<file path="src/rtl/calc_uart_pkg.sv">
// Shared types and constants for the calculator result UART path.
// ASCII encoding helpers live here so the sequencer stays a pure datapath.
package calc_uart_pkg;

  localparam int DEFAULT_CLKS_PER_BIT = 434;

  localparam logic [7:0] ASCII_BANG = 8'h21;
  localparam logic [7:0] ASCII_CR   = 8'h0D;
  localparam logic [7:0] ASCII_LF   = 8'h0A;
  localparam logic [7:0] ASCII_ZERO = 8'h30;
  localparam logic [7:0] ASCII_A    = 8'h41;

  typedef enum logic [2:0] {IDLE, START, DATA, STOP, NEXT} state_t;

  typedef struct packed {
    logic [15:0] data;
    logic        ovf;
  } result_t;

  function automatic logic [7:0] hex_ascii(input logic [3:0] nib);
    logic [7:0] c;
    c = (nib < 4'd10) ? ASCII_ZERO + {4'd0, nib}
                      : ASCII_A + ({4'd0, nib} - 8'd10);
    return c;
  endfunction

  // Character idx of the message for result r: 4 hex digits, optional '!', CR, LF.
  function automatic logic [7:0] msg_char(input result_t r, input logic [2:0] idx);
    logic [7:0] c;
    case (idx)
      3'd0:    c = hex_ascii(r.data[15:12]);
      3'd1:    c = hex_ascii(r.data[11:8]);
      3'd2:    c = hex_ascii(r.data[7:4]);
      3'd3:    c = hex_ascii(r.data[3:0]);
      3'd4:    c = r.ovf ? ASCII_BANG : ASCII_CR;
      3'd5:    c = r.ovf ? ASCII_CR : ASCII_LF;
      default: c = ASCII_LF;
    endcase
    return c;
  endfunction

  function automatic logic [2:0] last_idx(input result_t r);
    return r.ovf ? 3'd6 : 3'd5;
  endfunction

endpackage

</file>
<file path="src/rtl/result_ascii_tx_if.sv">
// Result-in / serial-out signal bundle for result_ascii_tx.
interface result_ascii_tx_if;
  logic        start;
  logic [15:0] data;
  logic        overflow;
  logic        tx;
  logic        busy;

  modport master (output start, data, overflow, input tx, busy);
  modport slave  (input start, data, overflow, output tx, busy);
endinterface

</file>
<file path="src/rtl/uart_byte_tx.sv">
// 8N1 byte serializer with a valid/ready byte handshake.
// ready is offered in IDLE and in NEXT (last stop-bit cycle) so frames can abut.
module uart_byte_tx
  import calc_uart_pkg::*;
#(
  parameter int CLKS_PER_BIT = DEFAULT_CLKS_PER_BIT
) (
  input  logic       clock,
  input  logic       reset,
  input  logic [7:0] tx_byte,
  input  logic       valid,
  output logic       ready,
  output logic       active,
  output logic       tx
);

  localparam int TW = (CLKS_PER_BIT > 2) ? $clog2(CLKS_PER_BIT) : 1;
  localparam logic [TW-1:0] T_LAST = TW'(CLKS_PER_BIT - 1);
  localparam logic [TW-1:0] T_STOP = TW'(CLKS_PER_BIT - 2);

  state_t          state, state_n;
  logic [TW-1:0]   tmr, tmr_n;
  logic [2:0]      bit_idx, bit_idx_n;
  logic [7:0]      shreg, shreg_n;
  logic            tx_q, tx_n;

  always_ff @(posedge clock or posedge reset) begin
    if (reset) begin
      state   <= IDLE;
      tmr     <= '0;
      bit_idx <= '0;
      shreg   <= '0;
      tx_q    <= 1'b1;
    end else begin
      state   <= state_n;
      tmr     <= tmr_n;
      bit_idx <= bit_idx_n;
      shreg   <= shreg_n;
      tx_q    <= tx_n;
    end
  end

  always_comb begin
    state_n   = state;
    tmr_n     = tmr;
    bit_idx_n = bit_idx;
    shreg_n   = shreg;
    tx_n      = tx_q;
    ready     = 1'b0;
    case (state)
      IDLE, NEXT: begin
        ready = 1'b1;
        tmr_n = '0;
        tx_n  = 1'b1;
        if (valid) begin
          state_n = START;
          shreg_n = tx_byte;
          tx_n    = 1'b0;
        end else begin
          state_n = IDLE;
        end
      end
      START: begin
        if (tmr == T_LAST) begin
          tmr_n     = '0;
          state_n   = DATA;
          bit_idx_n = '0;
          tx_n      = shreg[0];
        end else begin
          tmr_n = tmr + 1'b1;
        end
      end
      DATA: begin
        if (tmr == T_LAST) begin
          tmr_n = '0;
          if (bit_idx == 3'd7) begin
            state_n   = STOP;
            bit_idx_n = '0;
            tx_n      = 1'b1;
          end else begin
            bit_idx_n = bit_idx + 3'd1;
            shreg_n   = {1'b0, shreg[7:1]};
            tx_n      = shreg[1];
          end
        end else begin
          tmr_n = tmr + 1'b1;
        end
      end
      STOP: begin
        // The stop bit's final cycle is spent in NEXT, where the follow-on byte is taken.
        tmr_n = tmr + 1'b1;
        if (tmr == T_STOP) state_n = NEXT;
      end
      default: state_n = IDLE;
    endcase
  end

  assign tx     = tx_q;
  assign active = (state != IDLE);

endmodule

</file>
<file path="src/rtl/result_ascii_tx.sv">
// Turns each calculator result into "HHHH[!]\r\n" on a UART line.
// Holds the current message, its character index, and a one-deep pending slot.
module result_ascii_tx
  import calc_uart_pkg::*;
#(
  parameter int CLKS_PER_BIT = DEFAULT_CLKS_PER_BIT
) (
  input  logic              clock,
  input  logic              reset,
  result_ascii_tx_if.slave  bus
);

  result_t     cur, pend, incoming;
  logic        pend_vld;
  logic        msg_active;
  logic [2:0]  char_idx;

  logic [7:0]  byte_val;
  logic        byte_valid, byte_ready, tx_active, tx_w;
  logic        launch_pend, launch_new, fire, store_pend;

  assign incoming = {bus.data, bus.overflow};

  always_comb begin
    launch_pend = !msg_active && pend_vld;
    launch_new  = !msg_active && !pend_vld && !tx_active && bus.start;
    byte_valid  = msg_active || launch_pend || launch_new;
    byte_val    = msg_active  ? msg_char(cur, char_idx) :
                  launch_pend ? msg_char(pend, 3'd0)    :
                                msg_char(incoming, 3'd0);
    fire        = byte_valid && byte_ready;
    // Any start not launched straight from idle lands in the pending slot.
    store_pend  = bus.start && !(fire && launch_new);
  end

  always_ff @(posedge clock or posedge reset) begin
    if (reset) begin
      cur        <= '0;
      pend       <= '0;
      pend_vld   <= 1'b0;
      msg_active <= 1'b0;
      char_idx   <= '0;
    end else begin
      if (fire) begin
        if (msg_active) begin
          if (char_idx == last_idx(cur)) begin
            msg_active <= 1'b0;
            char_idx   <= '0;
          end else begin
            char_idx <= char_idx + 3'd1;
          end
        end else begin
          msg_active <= 1'b1;
          char_idx   <= 3'd1;
          cur        <= launch_pend ? pend : incoming;
        end
      end
      if (store_pend) begin
        pend     <= incoming;
        pend_vld <= 1'b1;
      end else if (fire && launch_pend) begin
        pend_vld <= 1'b0;
      end
    end
  end

  uart_byte_tx #(.CLKS_PER_BIT(CLKS_PER_BIT)) u_byte_tx (
    .clock   (clock),
    .reset   (reset),
    .tx_byte (byte_val),
    .valid   (byte_valid),
    .ready   (byte_ready),
    .active  (tx_active),
    .tx      (tx_w)
  );

  assign bus.tx   = tx_w;
  assign bus.busy = tx_active || pend_vld || msg_active;

endmodule

</file>
<file path="src/flat_wrapper.sv">
// flat-port wrapper written by rule: the top's interface ports become plain ports
module result_ascii_tx_flat import calc_uart_pkg::*;
#(
  parameter int CLKS_PER_BIT = DEFAULT_CLKS_PER_BIT
)
  (clock, reset, bus_start, bus_data, bus_overflow, bus_tx, bus_busy);
  result_ascii_tx_if bus_i ();
  input  logic clock;
  input  logic reset;
  input wire logic [$bits(bus_i.start)-1:0] bus_start;
  input wire logic [$bits(bus_i.data)-1:0] bus_data;
  input wire logic [$bits(bus_i.overflow)-1:0] bus_overflow;
  output wire logic [$bits(bus_i.tx)-1:0] bus_tx;
  output wire logic [$bits(bus_i.busy)-1:0] bus_busy;
  assign bus_i.start = bus_start;
  assign bus_i.data = bus_data;
  assign bus_i.overflow = bus_overflow;
  assign bus_tx = bus_i.tx;
  assign bus_busy = bus_i.busy;
  result_ascii_tx #(.CLKS_PER_BIT(CLKS_PER_BIT)) u_core (.clock(clock), .reset(reset), .bus(bus_i));
endmodule
</file>
<file path="config.mk">
export PLATFORM = sky130hd
export DESIGN_NAME = result_ascii_tx_flat
export DESIGN_NICKNAME = d
export VERILOG_FILES = /design/src/rtl/calc_uart_pkg.sv /design/src/rtl/result_ascii_tx_if.sv /design/src/rtl/uart_byte_tx.sv /design/src/rtl/result_ascii_tx.sv /design/src/flat_wrapper.sv
export SDC_FILE = /design/constraint.sdc
export NUM_CORES = 1
export LEC_CHECK = 0
export BUFFER_PORTS_ARGS = -buffer_cell sky130_fd_sc_hd__buf_2
export CAP_MARGIN = 40
export CELL_PAD_IN_SITES_DETAIL_PLACEMENT = 1
export CELL_PAD_IN_SITES_GLOBAL_PLACEMENT = 1
export CORE_AREA = 2 2 118 86
export CTS_CLUSTER_SIZE = 24
export DETAILED_ROUTE_END_ITERATION = 10
export DIE_AREA = 0 0 120 88
export PLACE_DENSITY_LB_ADDON = 0.2
export REMOVE_ABC_BUFFERS = 1
export SYNTH_ARGS = -nofsm -noshare
export SYNTH_HDL_FRONTEND = slang
export SYNTH_HIERARCHICAL = 1
export SYNTH_SLANG_ARGS = --single-unit
</file>
<file path="constraint.sdc">
create_clock -name clock -period 2.7 [get_ports clock]
set_input_delay 0.405 -clock clock [delete_from_list [all_inputs] [get_ports clock]]
set_output_delay 0.405 -clock clock [all_outputs]
set_load 0.02 [all_outputs]
</file>
# Yosys cells after proc, flatten, opt, wreduce, memory -nomap -nowiden
# Index checks and enable logic that the tools add are counted.
dict set report totals {
  ff_bits 63
  input_bits 20
  output_inout_bits 2
  wordCells 131
}
dict set report op_classes {
  n_addsub 21
  magnitude_cmp 6
  eq_ne 19
  mux 41
  n_bitwise 1
  reduce_logical 31
}
# op n
set op_table {}
lappend op_table {{8-bit 2-to-1 mux} 11}
lappend op_table {{7-bit by 8-bit adder with 8-bit output, first input constant} 6}
lappend op_table {{8-bit case mux with 6 select lines} 1}
lappend op_table {{6-bit by 4-bit adder with 7-bit output, first input constant} 6}
lappend op_table {{3-bit 2-to-1 mux} 10}
lappend op_table {{4-bit by 4-bit subtractor with 5-bit output, second input constant} 6}
lappend op_table {{9-bit case mux with 3 select lines} 1}
lappend op_table {{4-bit less-than comparator, second input constant} 6}
lappend op_table {{9-bit equality test, second input constant} 2}
lappend op_table {{17-bit 2-to-1 mux} 1}
lappend op_table {{8-bit case mux with 2 select lines} 1}
lappend op_table {{3-bit by 2-bit equality test with 1-bit output, second input constant} 4}
lappend op_table {{3-bit equality test, second input constant} 4}
lappend op_table {{3-bit case mux with 4 select lines} 1}
lappend op_table {{1-bit 2-to-1 mux} 10}
lappend op_table {{2-bit inequality test, second input constant} 5}
lappend op_table {{9-bit by 1-bit adder with 9-bit output, second input constant} 1}
lappend op_table {{9-bit 2-to-1 mux} 1}
lappend op_table {{3-bit nonzero test} 3}
lappend op_table {{1-bit logical AND} 8}
lappend op_table {{4-bit AND reduction} 2}
lappend op_table {{3-bit by 1-bit adder with 3-bit output, second input constant} 2}
lappend op_table {{3-bit by 1-bit equality test with 1-bit output, second input constant} 2}
lappend op_table {{3-bit logical NOT} 2}
lappend op_table {{other kinds (13)} 23}

# Depth between registers and ports, before layout
dict set report depth {
  word_depth 10
  depth_mapped 12
  mapped_depth_nobuf 11
}

# Hierarchy
# Netlist, hierarchy kept.
# mod instances cells_each area_each_um2 seq_area_each_um2
set by_module_without_submodules {}
lappend by_module_without_submodules {result_ascii_tx 1 356 3131.8 975.9}
lappend by_module_without_submodules {uart_byte_tx 1 133 1301.2 601.8}

# Least setup slack after synthesis
# Ideal clock, no wire load.
dict set report synth_path {
  kind {reg-to-reg}
  startpoint {register u_core.u_byte_tx.state[2]}
  endpoint {register u_core.u_byte_tx.shreg[2]}
  setup_time_ns 0.138
  arrival_ns 1.915
  required_ns 2.562
  setup_slack_ns 0.647
  stages_incl_launch_ff 10
  n_path_buf 2
  period_less_slack_ns 2.053
  cell_sequence {dfrtp_1 > buf_2 > or3_1 > nor2b_1 > nand2b_1 > nor3b_1 > a41oi_1 > buf_2 > nand2_1 > o21ai_0}
}
dict set report synth_between {
  elab_chain_len 7
  word_cells_on_any_way 15
  classes_between {eq/ne (5); mux (1); reduce/logical (9)}
}
# item line
set synth_rtl {}
lappend synth_rtl {{start, declared} uart_byte_tx.sv:21} ;# state_t state, state_n;
lappend synth_rtl {{start signal, assigned} uart_byte_tx.sv:35} ;# state <= state_n;
lappend synth_rtl {{3-bit nonzero test} uart_byte_tx.sv:99} ;# assign active = (state != IDLE);
lappend synth_rtl {{via u_core.tx_active} result_ascii_tx.sv:19} ;# logic byte_valid, byte_ready, tx_active, tx_w;
lappend synth_rtl {{1-bit logical NOT} result_ascii_tx.sv:26} ;# launch_new = !msg_active && !pend_vld && !tx_active && bus.start;
lappend synth_rtl {{1-bit logical AND (2 in a row)} result_ascii_tx.sv:26}
lappend synth_rtl {{1-bit logical OR} result_ascii_tx.sv:27} ;# byte_valid = msg_active || launch_pend || launch_new;
lappend synth_rtl {{via u_core.byte_valid} result_ascii_tx.sv:19}
lappend synth_rtl {{2-bit by 1-bit inequality test with 1-bit output (no line)} n/a}
lappend synth_rtl {{4-bit AND reduction (no line)} n/a}
lappend synth_rtl {{end signal, assigned} uart_byte_tx.sv:38} ;# shreg <= shreg_n;
lappend synth_rtl {{end, declared} uart_byte_tx.sv:24} ;# logic [7:0] shreg, shreg_n;
# The timed path passes the listed nets, and every way through them passes these cells.
# A chain may end at the register's enable or synchronous reset.

# Worst setup path in the final report
dict set report layout_path {
  startpoint {register u_core/cur[2] (netlist name)}
  endpoint {register u_core.u_byte_tx.shreg[5]}
}
dict set report layout_between {
  elab_chain_len 7
  word_cells_on_any_way 9
  classes_between {add/sub (3); order compare (1); mux (5)}
}
# item line
set layout_rtl {}
lappend layout_rtl {{start, declared} result_ascii_tx.sv:13} ;# result_t cur, pend, incoming;
lappend layout_rtl {{start signal, assigned} result_ascii_tx.sv:55} ;# cur <= launch_pend ? pend : incoming;
lappend layout_rtl {{4-bit by 4-bit subtractor with 5-bit output} calc_uart_pkg.sv:23} ;# : ASCII_A + ({4'd0, nib} - 8'd10);
lappend layout_rtl {{7-bit by 8-bit adder with 8-bit output} calc_uart_pkg.sv:23}
lappend layout_rtl {{8-bit 2-to-1 mux *} calc_uart_pkg.sv:22} ;# c = (nib < 4'd10) ? ASCII_ZERO + {4'd0, nib}
lappend layout_rtl {{8-bit case mux with 6 select lines *} calc_uart_pkg.sv:30} ;# case (idx)
lappend layout_rtl {{8-bit 2-to-1 mux *} result_ascii_tx.sv:28} ;# byte_val = msg_active ? msg_char(cur, char_idx) :
lappend layout_rtl {{via u_core.byte_val[5]} result_ascii_tx.sv:18} ;# logic [7:0] byte_val;
lappend layout_rtl {{8-bit 2-to-1 mux *} uart_byte_tx.sv:55} ;# if (valid) begin
lappend layout_rtl {{8-bit case mux with 2 select lines *} uart_byte_tx.sv:50} ;# case (state)
# The timed path passes the listed nets; every way through them passes the cells marked *. The select of a mux whose other input is x is not followed.

==> summary.txt <==
Global route
  – Initial antenna violation count: 0
  – Largest net degree at the start of global routing: 40
  – First-pass GRT wire length: 19640 um
  – Vias in the first global route: between 3000 and 4000
  – GRT Util Overall: 0.2411
  – Grt ovf: 0

STA
  – Unrepaired setup endpoints after global routing: no
  – Worst slew pin tran: 625.4 ps
  – Final period util: 0.8896
  – Relative max-transition margin: 0.5803
  – Setup_tns: 0 ps
  – Clock Skews: 6.314 ps
  – Final setup fails: 0
  – Fmax: approximately 420 MHz
  – Final hold viol count: 0
  – Fin crit period: about 2400 ps
  – Worst hold slack: about 90 ps
  – Slew Viols, Final: 0

Clocking
  – CTS resizes: 0
  – Setup Buffers After CTS: 0
  – Clk buf depth: 2
  – Cts hold-fix bufs: 0
  – Root buffer selected by CTS: clkbuf_16
  – Worst-Skew Late Latency: about 330 ps
  – Reg clk slew, reported paths: about 50 ps
  – CTS tree: done
  – H-tree Lvls: 3
  – CTS Buf Count: 9
  – Sinks on Clock Net: 63

Critical path
  – CP Capture Type: flop
  – Max stage delay cell, worst path: a2111oi_0
  – CP Launch Point: u_core/cur[2]
  – Kind of critical path: flop to flop
  – Reg2reg path depth: 11
  – Nature of the critical path startpoint: flop
  – Setup slack, reg-to-reg: roughly 300 ps
  – Slowest cell delay on critical path: 550 ps
  – Data arrival, critical path: between 2000 and 3000 ps
  – Crit path required time: 2890 ps
  – Capture point of the worst reg-to-reg path: u_core/u_byte_tx/shreg[5]
  – Critical Path, Cell by Cell: inv_1 > ha_1 > inv_1 > ha_1 > nand3_1 > nand2_1 > nand2_1 > a2111oi_0 > o22ai_1 > mux2i_1 > o21ai_0
  – Critical R2R Launch: u_core/cur[2]
  – Max Fanout on Critical Path: 4

Detailed routing
  – DRC Markers: 0
  – DR iter-0 viols: between 150 and 200
  – DRT antenna net count: 0
  – Via Count: between 3000 and 4000
  – DR vias/cell: between 5 and 6
  – Router iterations before antenna repair: 4
  – Total routed wirelength: between 10000 and 15000 um
  – Wire per inst: about 18 um

Synth
  – Unique masters post-synth: 53
  – Commonest cells in the netlist: nand2_1, dfrtp_1, o21ai_0
  – Number of synthesized flops with an enable pin: 0
  – Yosys top cell area share: 0.3500
  – Mapped Cells: 489
  – Most frequent cell after synthesis: nand2_1
  – Post-synth top flop: dfrtp_1
  – Yosys warns: 6
  – Ys async rst share: 1.000
  – Synth area leaders: dfrtp_1, ha_1, mux2i_1, o21ai_0, nand2_1
  – Cell taking the most area after synthesis: dfrtp_1
  – Number of synthesized register bits: 63
  – Mean post-synth cell area: just over 9 sq um
  – Sequential area share after synthesis: 0.3559
  – Post-Syn Area: 0.004433 sq mm

Cells and area
  – Fin cells: 646
  – Share of layout cells above drive strength 1: 0.1448
  – Synth-to-Final Area Change: 12.87%
  – Post-layout util: 0.5311
  – Layout net count: approximately 570
  – Diode count: 0

Hold path
  – HP Class: input pin to asynchronous set/reset pin

Die
  – Initial Util: 0.4705
  – Die area: 0.01056 sq mm
  – Die width: 120 um
  – Num ports: 22
  – Core area: 0.009422 sq mm
  – Die Y: just under 90 um
  – FP Rows: 30

Place
  – DP Cell Count: 631
  – # port buffers: 21
  – HPWL after detailed placement: ~8500 um
  – GPL Wtd Cong: 0.9228

Power
  – Tot Pwr: around 2.3 mW
  – VDD IR max: between 0.0003 and 0.0004 V
  – Pleak: around 2.2 nW
  – Power density over the cells: 456.5 mW/mm^2

Run
  – Max-Cap Viols: 0

Run status
  – Status: completed
==> metal layers <==
| metal | wire length [um] | track usage | up-vias |
|---|---|---|---|
| met5 | 0 | 0 | - |
| met4 | 111 | 0.06631 | 0 |
| met3 | 454 | 0.05143 | 10 |
| met2 | 5190 | 0.3822 | 71 |
| met1 | 5786 | 0.3363 | 1844 |
| li1 | - | - | 1754 |
==> placed cells by master, fill, tap and decap left out, types with 14 or more instances in the layout <==
master,count
ha_1,34
o21ai_0,50
buf_4,14
buf_2,21
nor2_1,23
dfrtp_1,62
mux2i_1,29
nand2_1,63
a21oi_1,27
xor2_1,19
inv_1,36
==> cell type report <==
cell class	count	area [sq um]
Tap cell	128	160.2
Sequential cell	63	1578
Fill cell	1107	4418
Clock inverter	3	17.52
Clock buffer	12	266.5
Timing Repair Buffer	37	257.7
Multi-Input combinational cell	367	2589
Inverter	36	135.1
==> metrics by stage <==
stage	cell area, sq um	setup WS (ps)
final	5004	298.1
after global routing	5004	109.7
after CTS	5004	368.1
after detailed placement	4720	298.5
after global placement	4684	393.5
after floorplan	4299	276.7
==> worst max-delay path, delay by kind of cell (launching register included) <==
| family | cells | cell delay (ps) |
|---|---|---|
| AND/OR/NAND/NOR | 3 | 270 |
| adder cells (fa/ha/maj) | 2 | 490 |
| flip-flops | 1 | 410 |
| AO/OA/AOI/OAI | 3 | 770 |
| buffers and inverters | 2 | 190 |
| multiplexers | 1 | 130 |
==> cells by family (layout without fill, tap and decap cells) <==
group,after synthesis,count (layout),share of synthesized area
buffers and inverters,59,88,0.06068
flip-flops,63,63,0.3559
multiplexers,46,46,0.1171
XOR/XNOR,31,31,0.06125
AO/OA/AOI/OAI,115,115,0.1521
AND/OR/NAND/NOR,140,140,0.1561
other,1,1,0.0008459
adder cells (fa/ha/maj),34,34,0.09596
==> power by group <==
| group | total (mW) | switching (mW) | internal, mW |
|---|---|---|---|
| logic | 0.195 | 0.107 | 0.0883 |
| clock network | 1.10 | 0.411 | 0.687 |
| registers | 0.992 | 0.0204 | 0.971 |
| total | 2.28 | 0.538 | 1.75 |
==> sequential cells by signal, indices dropped and copies added (netlist names) <==
name                      count
u_core/char_idx               3
u_core/cur                   17
u_core/msg_active             1
u_core/pend                  17
u_core/pend_vld               1
u_core/u_byte_tx/bit_idx      3
u_core/u_byte_tx/shreg        8
u_core/u_byte_tx/state        3
u_core/u_byte_tx/tmr          9
u_core/u_byte_tx/tx           1
==> worst max path at each step <==
stage	end	slack, ps	cells past startpoint
6_report	u_core/u_byte_tx/shreg[5]	300	11
3_3_place_gp	u_core/u_byte_tx/shreg[4]	390	12
5_1_grt	u_core/u_byte_tx/shreg[5]	110	11
4_1_cts	u_core/u_byte_tx/shreg[5]	370	11
2_1_floorplan	u_core/u_byte_tx/shreg[2]	280	5
3_5_place_dp	u_core/u_byte_tx/shreg[4]	300	12
No activity file was read; power rests on OpenSTA's default activity.
